$ cat config.mk
export PLATFORM = sky130hd
export DESIGN_NAME = sram_arbiter
export DESIGN_NICKNAME = d
export VERILOG_FILES = /design/src/rtl/sram_arb_pkg.sv /design/src/rtl/sram_arb_prio.sv /design/src/rtl/sram_arbiter.sv
export SDC_FILE = /design/constraint.sdc
export NUM_CORES = 1
export LEC_CHECK = 0
export BUFFER_PORTS_ARGS = -buffer_cell sky130_fd_sc_hd__buf_2
export CAP_MARGIN = 20
export CORE_AREA = 8 8 95 97
export CTS_BUF_LIST = sky130_fd_sc_hd__clkbuf_8
export DETAILED_ROUTE_END_ITERATION = 10
export DIE_AREA = 0 0 103 105
export HOLD_SLACK_MARGIN = 0.12
export PLACE_DENSITY = 0.65
export SKIP_LAST_GASP = 1
export SLEW_MARGIN = 20
export SYNTH_ARGS = -nofsm -noshare
export SYNTH_HDL_FRONTEND = slang
export SYNTH_SLANG_ARGS = --single-unit
$ cat constraint.sdc
create_clock -name HCLK -period 2.5 [get_ports HCLK]
set_clock_uncertainty 0.05 [all_clocks]
set_input_delay 0.125 -clock HCLK [delete_from_list [all_inputs] [get_ports HCLK]]
set_output_delay 0.125 -clock HCLK [all_outputs]
set_load 0.005 [all_outputs]
$ cat src/rtl/sram_arb_pkg.sv
// Shared types and constants for the two-requester SRAM arbiter.
package sram_arb_pkg;

  typedef enum logic {OWN_M0 = 1'b0, OWN_M1 = 1'b1} sram_owner_t;

  localparam int STARVE_CNT_W = 8;
  // Widest supported word address; requests are zero-extended into the bundle.
  localparam int ADDR_MAX_W   = 32;

  typedef struct packed {
    logic [ADDR_MAX_W-1:0] addr;
    logic                  we;
    logic [3:0]            wben;
    logic [31:0]           wdata;
  } sram_req_t;

  // Byte write enables presented to the macro for a granted access.
  function automatic logic [3:0] wren_of(input sram_req_t r);
    return r.we ? r.wben : 4'b0000;
  endfunction

endpackage

$ cat src/rtl/sram_arb_prio.sv
// Pure grant decision for two requesters. Policy is fixed priority with a
// starvation guard, or round robin when SRAM_ARB_ROUND_ROBIN_EN is defined.
module sram_arb_prio
  import sram_arb_pkg::*;
#(
  parameter int STARVE_MAX = 4
) (
  input  logic                    req0_i,
  input  logic                    req1_i,
  input  logic [STARVE_CNT_W-1:0] starve_cnt_i,
  input  sram_owner_t             last_grant_i,
  output logic [1:0]              gnt_o
);

  logic m1_wins;

`ifdef SRAM_ARB_ROUND_ROBIN_EN
  logic [STARVE_CNT_W-1:0] unused_starve_cnt;
  assign unused_starve_cnt = starve_cnt_i;
  assign m1_wins = (last_grant_i == OWN_M0);
`else
  sram_owner_t unused_last_grant;
  assign unused_last_grant = last_grant_i;
  assign m1_wins = (starve_cnt_i == STARVE_CNT_W'(STARVE_MAX));
`endif

  always_comb begin
    gnt_o = 2'b00;
    if (req0_i && req1_i) begin
      gnt_o = m1_wins ? 2'b10 : 2'b01;
    end else if (req0_i) begin
      gnt_o = 2'b01;
    end else if (req1_i) begin
      gnt_o = 2'b10;
    end
  end

endmodule

$ cat src/rtl/sram_arbiter.sv
// Shares one single-port byte-writable SRAM macro between two requesters and
// routes 1-cycle read data back. Define SRAM_ARB_ROUND_ROBIN_EN for round robin.
module sram_arbiter
  import sram_arb_pkg::*;
#(
  parameter int AW         = 16,
  parameter int STARVE_MAX = 4
) (
  input  logic          HCLK,
  input  logic          HRESETn,
  input  logic          M0_REQ,
  input  logic [AW-1:0] M0_ADDR,
  input  logic          M0_WE,
  input  logic [3:0]    M0_WBEN,
  input  logic [31:0]   M0_WDATA,
  output logic          M0_GNT,
  output logic          M0_RVALID,
  output logic [31:0]   M0_RDATA,
  input  logic          M1_REQ,
  input  logic [AW-1:0] M1_ADDR,
  input  logic          M1_WE,
  input  logic [3:0]    M1_WBEN,
  input  logic [31:0]   M1_WDATA,
  output logic          M1_GNT,
  output logic          M1_RVALID,
  output logic [31:0]   M1_RDATA,
  output logic [AW-1:0] SRAMADDR,
  output logic [31:0]   SRAMWDATA,
  output logic [3:0]    SRAMWREN,
  output logic          SRAMCS,
  input  logic [31:0]   SRAMRDATA
);

  sram_req_t req0, req1, sel_req;
  logic [1:0] prio_gnt, gnt;
  logic       any_gnt;

  sram_owner_t             owner_q, owner_d;
  sram_owner_t             last_grant_q, last_grant_d;
  logic                    rd_pend_q, rd_pend_d;
  logic [STARVE_CNT_W-1:0] starve_cnt_q, starve_cnt_d;

  assign req0 = '{addr: ADDR_MAX_W'(M0_ADDR), we: M0_WE, wben: M0_WBEN, wdata: M0_WDATA};
  assign req1 = '{addr: ADDR_MAX_W'(M1_ADDR), we: M1_WE, wben: M1_WBEN, wdata: M1_WDATA};

  sram_arb_prio #(
    .STARVE_MAX (STARVE_MAX)
  ) u_prio (
    .req0_i       (M0_REQ),
    .req1_i       (M1_REQ),
    .starve_cnt_i (starve_cnt_q),
    .last_grant_i (last_grant_q),
    .gnt_o        (prio_gnt)
  );

  // No access may be accepted while reset is held.
  assign gnt     = prio_gnt & {2{HRESETn}};
  assign any_gnt = |gnt;
  assign M0_GNT  = gnt[0];
  assign M1_GNT  = gnt[1];

  assign sel_req   = gnt[1] ? req1 : req0;
  assign SRAMCS    = any_gnt;
  assign SRAMADDR  = sel_req.addr[AW-1:0];
  assign SRAMWDATA = sel_req.wdata;
  assign SRAMWREN  = any_gnt ? wren_of(sel_req) : 4'b0000;

  logic [ADDR_MAX_W-AW-1:0] unused_addr_hi;
  assign unused_addr_hi = sel_req.addr[ADDR_MAX_W-1:AW];

  always_comb begin
    starve_cnt_d = starve_cnt_q;
    if (!M1_REQ || gnt[1]) begin
      starve_cnt_d = '0;
    end else if (starve_cnt_q != STARVE_CNT_W'(STARVE_MAX)) begin
      starve_cnt_d = starve_cnt_q + STARVE_CNT_W'(1);
    end

    last_grant_d = last_grant_q;
    if (gnt[1]) begin
      last_grant_d = OWN_M1;
    end else if (gnt[0]) begin
      last_grant_d = OWN_M0;
    end

    rd_pend_d = any_gnt && !sel_req.we;
    owner_d   = owner_q;
    if (rd_pend_d) begin
      owner_d = gnt[1] ? OWN_M1 : OWN_M0;
    end
  end

  always_ff @(posedge HCLK or negedge HRESETn) begin
    if (!HRESETn) begin
      owner_q      <= OWN_M0;
      last_grant_q <= OWN_M1;
      rd_pend_q    <= 1'b0;
      starve_cnt_q <= '0;
    end else begin
      owner_q      <= owner_d;
      last_grant_q <= last_grant_d;
      rd_pend_q    <= rd_pend_d;
      starve_cnt_q <= starve_cnt_d;
    end
  end

  assign M0_RVALID = rd_pend_q && (owner_q == OWN_M0);
  assign M1_RVALID = rd_pend_q && (owner_q == OWN_M1);
  assign M0_RDATA  = M0_RVALID ? SRAMRDATA : 32'h0;
  assign M1_RDATA  = M1_RVALID ? SRAMRDATA : 32'h0;

endmodule

==> results by group <==
Final layout
  • Syn-to-layout area delta: 86.2%
  • Share of cells above drive strength 1: 0.678
  • Final core utilization: 0.438
  • Nets@finish: 624
  • Most common cell after layout, fill and taps aside: buf_2
  • Fill cells: 773
  • Design Area, Final: 0.00330 mm2
  • Commonest non-fill, non-tap cells in the layout: buf_2, mux2_2, and3_1
  • Area of the multi-input gates: 0.00142 mm2
  • Reg area: 250 um2

Logic synthesis
  • FFs w/ async S/R, synth: 1.00
  • Biggest area consumer among synthesized cells: mux2_2
  • Synth Cell Area: 0.00177 mm2
  • Largest cells by area after synthesis: mux2_2, dfrtp_1, and3_1
  • EDFF count, synth: 0
  • Syn nets: 366
  • Synthesized instance count: 222
  • Post-synthesis sequential area ratio: 0.141
  • Netlist cell types: 33
  • Synth Register Bits: 10
  • Synthesis warning total: 0
  • Share of the synthesized area in the top cell type: 0.248
  • Prevailing post-synth register cell: dfrtp_1
  • Avg Synthesized Cell Area: 7.98 um2

Clock network
  • CTS Buf Count: 3
  • H-tree Lvls: 1
  • Clock Tree Root: clkbuf_8
  • CTS tree: yes
  • Worst-Skew Late Latency: 0.24 ns
  • Clock slew at reported path FFs: 0.05 ns
  • CTS max path bufs: 2
  • Clock sinks: 10

Drt
  • Number of DRC markers in iteration 0: 95
  • Routed len/inst: 17.4 um
  • Drt via density: 4.59
  • Total routed wirelength: 10100 um
  • Final ANT Viol Nets: 0
  • # DRC: 0
  • TritonRoute pass-1 iters: 4
  • Vias: 2669

STA
  • Final setup vio count: 0
  • Final hold vios: 0
  • Max-slew violations: 0
  • Final worst setup slack: 0.0579 ns
  • Worst-Margin Slew: 0.796 ns
  • F_max: 0.409 GHz
  • Slew HR: 0.464
  • Final Cycle Share: 0.977
  • Fin crit period: 2.44 ns
  • TNS Setup: 0 ns

Pwr
  • Total chip power: 839 uW
  • Cell area power density: 254 mW/mm2
  • Peak VDD IR: 0.151 mV
  • Leak: 2.05 nW

Global route
  • Largest net degree at the start of global routing: 36
  • First-pass GRT wire length: 14500 um
  • GR Overflow Total: 0
  • GRT Util Overall: 0.169
  • Vias in the first global route: 2681
  • Antenna violations before repair: 0

Setup path
  • Critical-path cell list: inv_2 -> ha_1 -> nand4bb_1 -> o41a_1 -> or2_4 -> buf_12 -> mux2_2 -> buf_2
  • Reg2reg start: starve_cnt_q[0]$_DFFE_PN0P_
  • Reg2Reg Setup Slack: 0.34 ns
  • Worst path arrival time: 2.27 ns
  • Crit path max fanout: 25
  • CP startpoint kind: register
  • WS Path Type: reg -> out
  • RR Endpoint: starve_cnt_q[2]$_DFFE_PN0P_
  • Worst setup EP type: output pin
  • R2r worst-path depth: 8
  • Slowest-stage cell, CP: dfrtp_1
  • WP data required: 2.33 ns
  • CP max stage delay: 0.40 ns

Floorplanning
  • Die area: 0.0108 mm2
  • Initial Utilization: 0.235
  • Die Wd: 103 um
  • CORE AREA: 0.00753 mm2
  • I/O pins: 263
  • FP Rows: 32
  • Die Y: 105 um

Placed design
  • IO Port Bufs: 262
  • Dpl ws: 0.211 ns
  • Gpl congestion: 0.833
  • Post-DP HPWL: 8690 um
  • Dpl cell area: 0.00316 mm2

Min path
  • Hold worst-path end: starve_cnt_q[0]$_DFFE_PN0P_
  • Hold/Removal Path Class: in -> reg
  • WHS Path Cells: 2
  • Hold Path Origin: M1_REQ

Job
  • Max_cap viols: 0

Run status
  • Status: complete, no violations
## state kept, by name, indices dropped and copies added (netlist names)
register	flops
rd_pend_q	1
owner_q	1
starve_cnt_q	8
## timing repair
action / 4_1_cts / 5_1_grt
buffers inserted: 1 / 2
setup endpoints to repair: 48 / 50
gates cloned: 1 / 0
resized for setup: 2 / 5
hold endpoints to repair: 11 / 0
hold buffers: 2 / 0
pin swaps: 1 / 2
## power by group
| group | switching, mW | internal [mW] |
|---|---|---|
| Combinational | 0.204 | 0.251 |
| Clock | 0.0716 | 0.139 |
| Sequential | 0.00396 | 0.169 |
## Yosys cell counts, types with 2 or more instances
library cell	number
clkbuf_1	14
o311ai_0	4
nor3_1	3
mux2_4	9
buf_2	3
buf_6	2
a21oi_1	2
inv_1	5
dfrtp_1	10
and2_1	33
nor2_1	11
xnor2_1	3
o22ai_1	4
nand3_1	9
ha_1	2
nand2_1	18
mux2_2	39
nand2b_1	3
and3_1	34
## critical path, delay by kind of cell (launching register included)
family	cells	cell delay, ns
buffers and inverters	3	0.40
AO/OA/AOI/OAI	1	0.35
AND/OR/NAND/NOR	2	0.43
adder cells (fa/ha/maj)	1	0.14
flip-flops	1	0.40
multiplexers	1	0.30
## kinds of logic (layout without fill, tap and decap cells)
| group | after synthesis | in the layout | share of synthesized area |
|---|---|---|---|
| buf+inv | 24 | 281 | 0.0614 |
| mux | 48 | 48 | 0.324 |
| compound gates | 17 | 17 | 0.0720 |
| flops | 10 | 10 | 0.141 |
| fa+ha+maj | 2 | 2 | 0.0141 |
| simple gates | 117 | 117 | 0.367 |
| other cells | 0 | 1 | 0 |
| xor+xnor | 4 | 4 | 0.0198 |
## metal layers
| layer | part of all wire | vias to the layer above | track usage |
|---|---|---|---|
| met1 | 0.34 | 1177 | 0.169 |
| li1 | - | 1303 | - |
| met5 | 0 | - | 0 |
| met2 | 0.51 | 181 | 0.324 |
| met3 | 0.13 | 8 | 0.0504 |
| met4 | 0.014 | 0 | 0.0424 |
## worst max-delay path by stage
stage	slack (ns)	startpoint	endpoint
2_1_floorplan	0.36	starve_cnt_q[0]$_DFFE_PN0P_	SRAMADDR[10]
3_3_place_gp	0.26	starve_cnt_q[0]$_DFFE_PN0P_	SRAMWDATA[31]
3_5_place_dp	0.21	starve_cnt_q[0]$_DFFE_PN0P_	SRAMADDR[14]
4_1_cts	-0.01	starve_cnt_q[0]$_DFFE_PN0P_	SRAMWDATA[31]
5_1_grt	-0.02	starve_cnt_q[0]$_DFFE_PN0P_	SRAMWDATA[31]
6_report	0.06	starve_cnt_q[0]$_DFFE_PN0P_	SRAMWDATA[31]
## area by class of cell
type                    count  area share
inverters                   5     0.00569
diodes                      1    0.000758
well taps                 102      0.0387
multi-input cells         188       0.430
repair buffers            272       0.432
clock buffers               4      0.0167
flip-flops and latches     10      0.0758
## metrics by stage
| step | hold slack (ns) | std cells |
|---|---|---|
| after floorplan | -0.221 | 222 |
| after global placement | 0.00786 | 571 |
| after detailed placement | 0.0160 | 571 |
| after CTS | 0.149 | 579 |
| after global routing | 0.172 | 581 |
| final | 0.152 | 582 |
(Power assumes the default switching activity.)
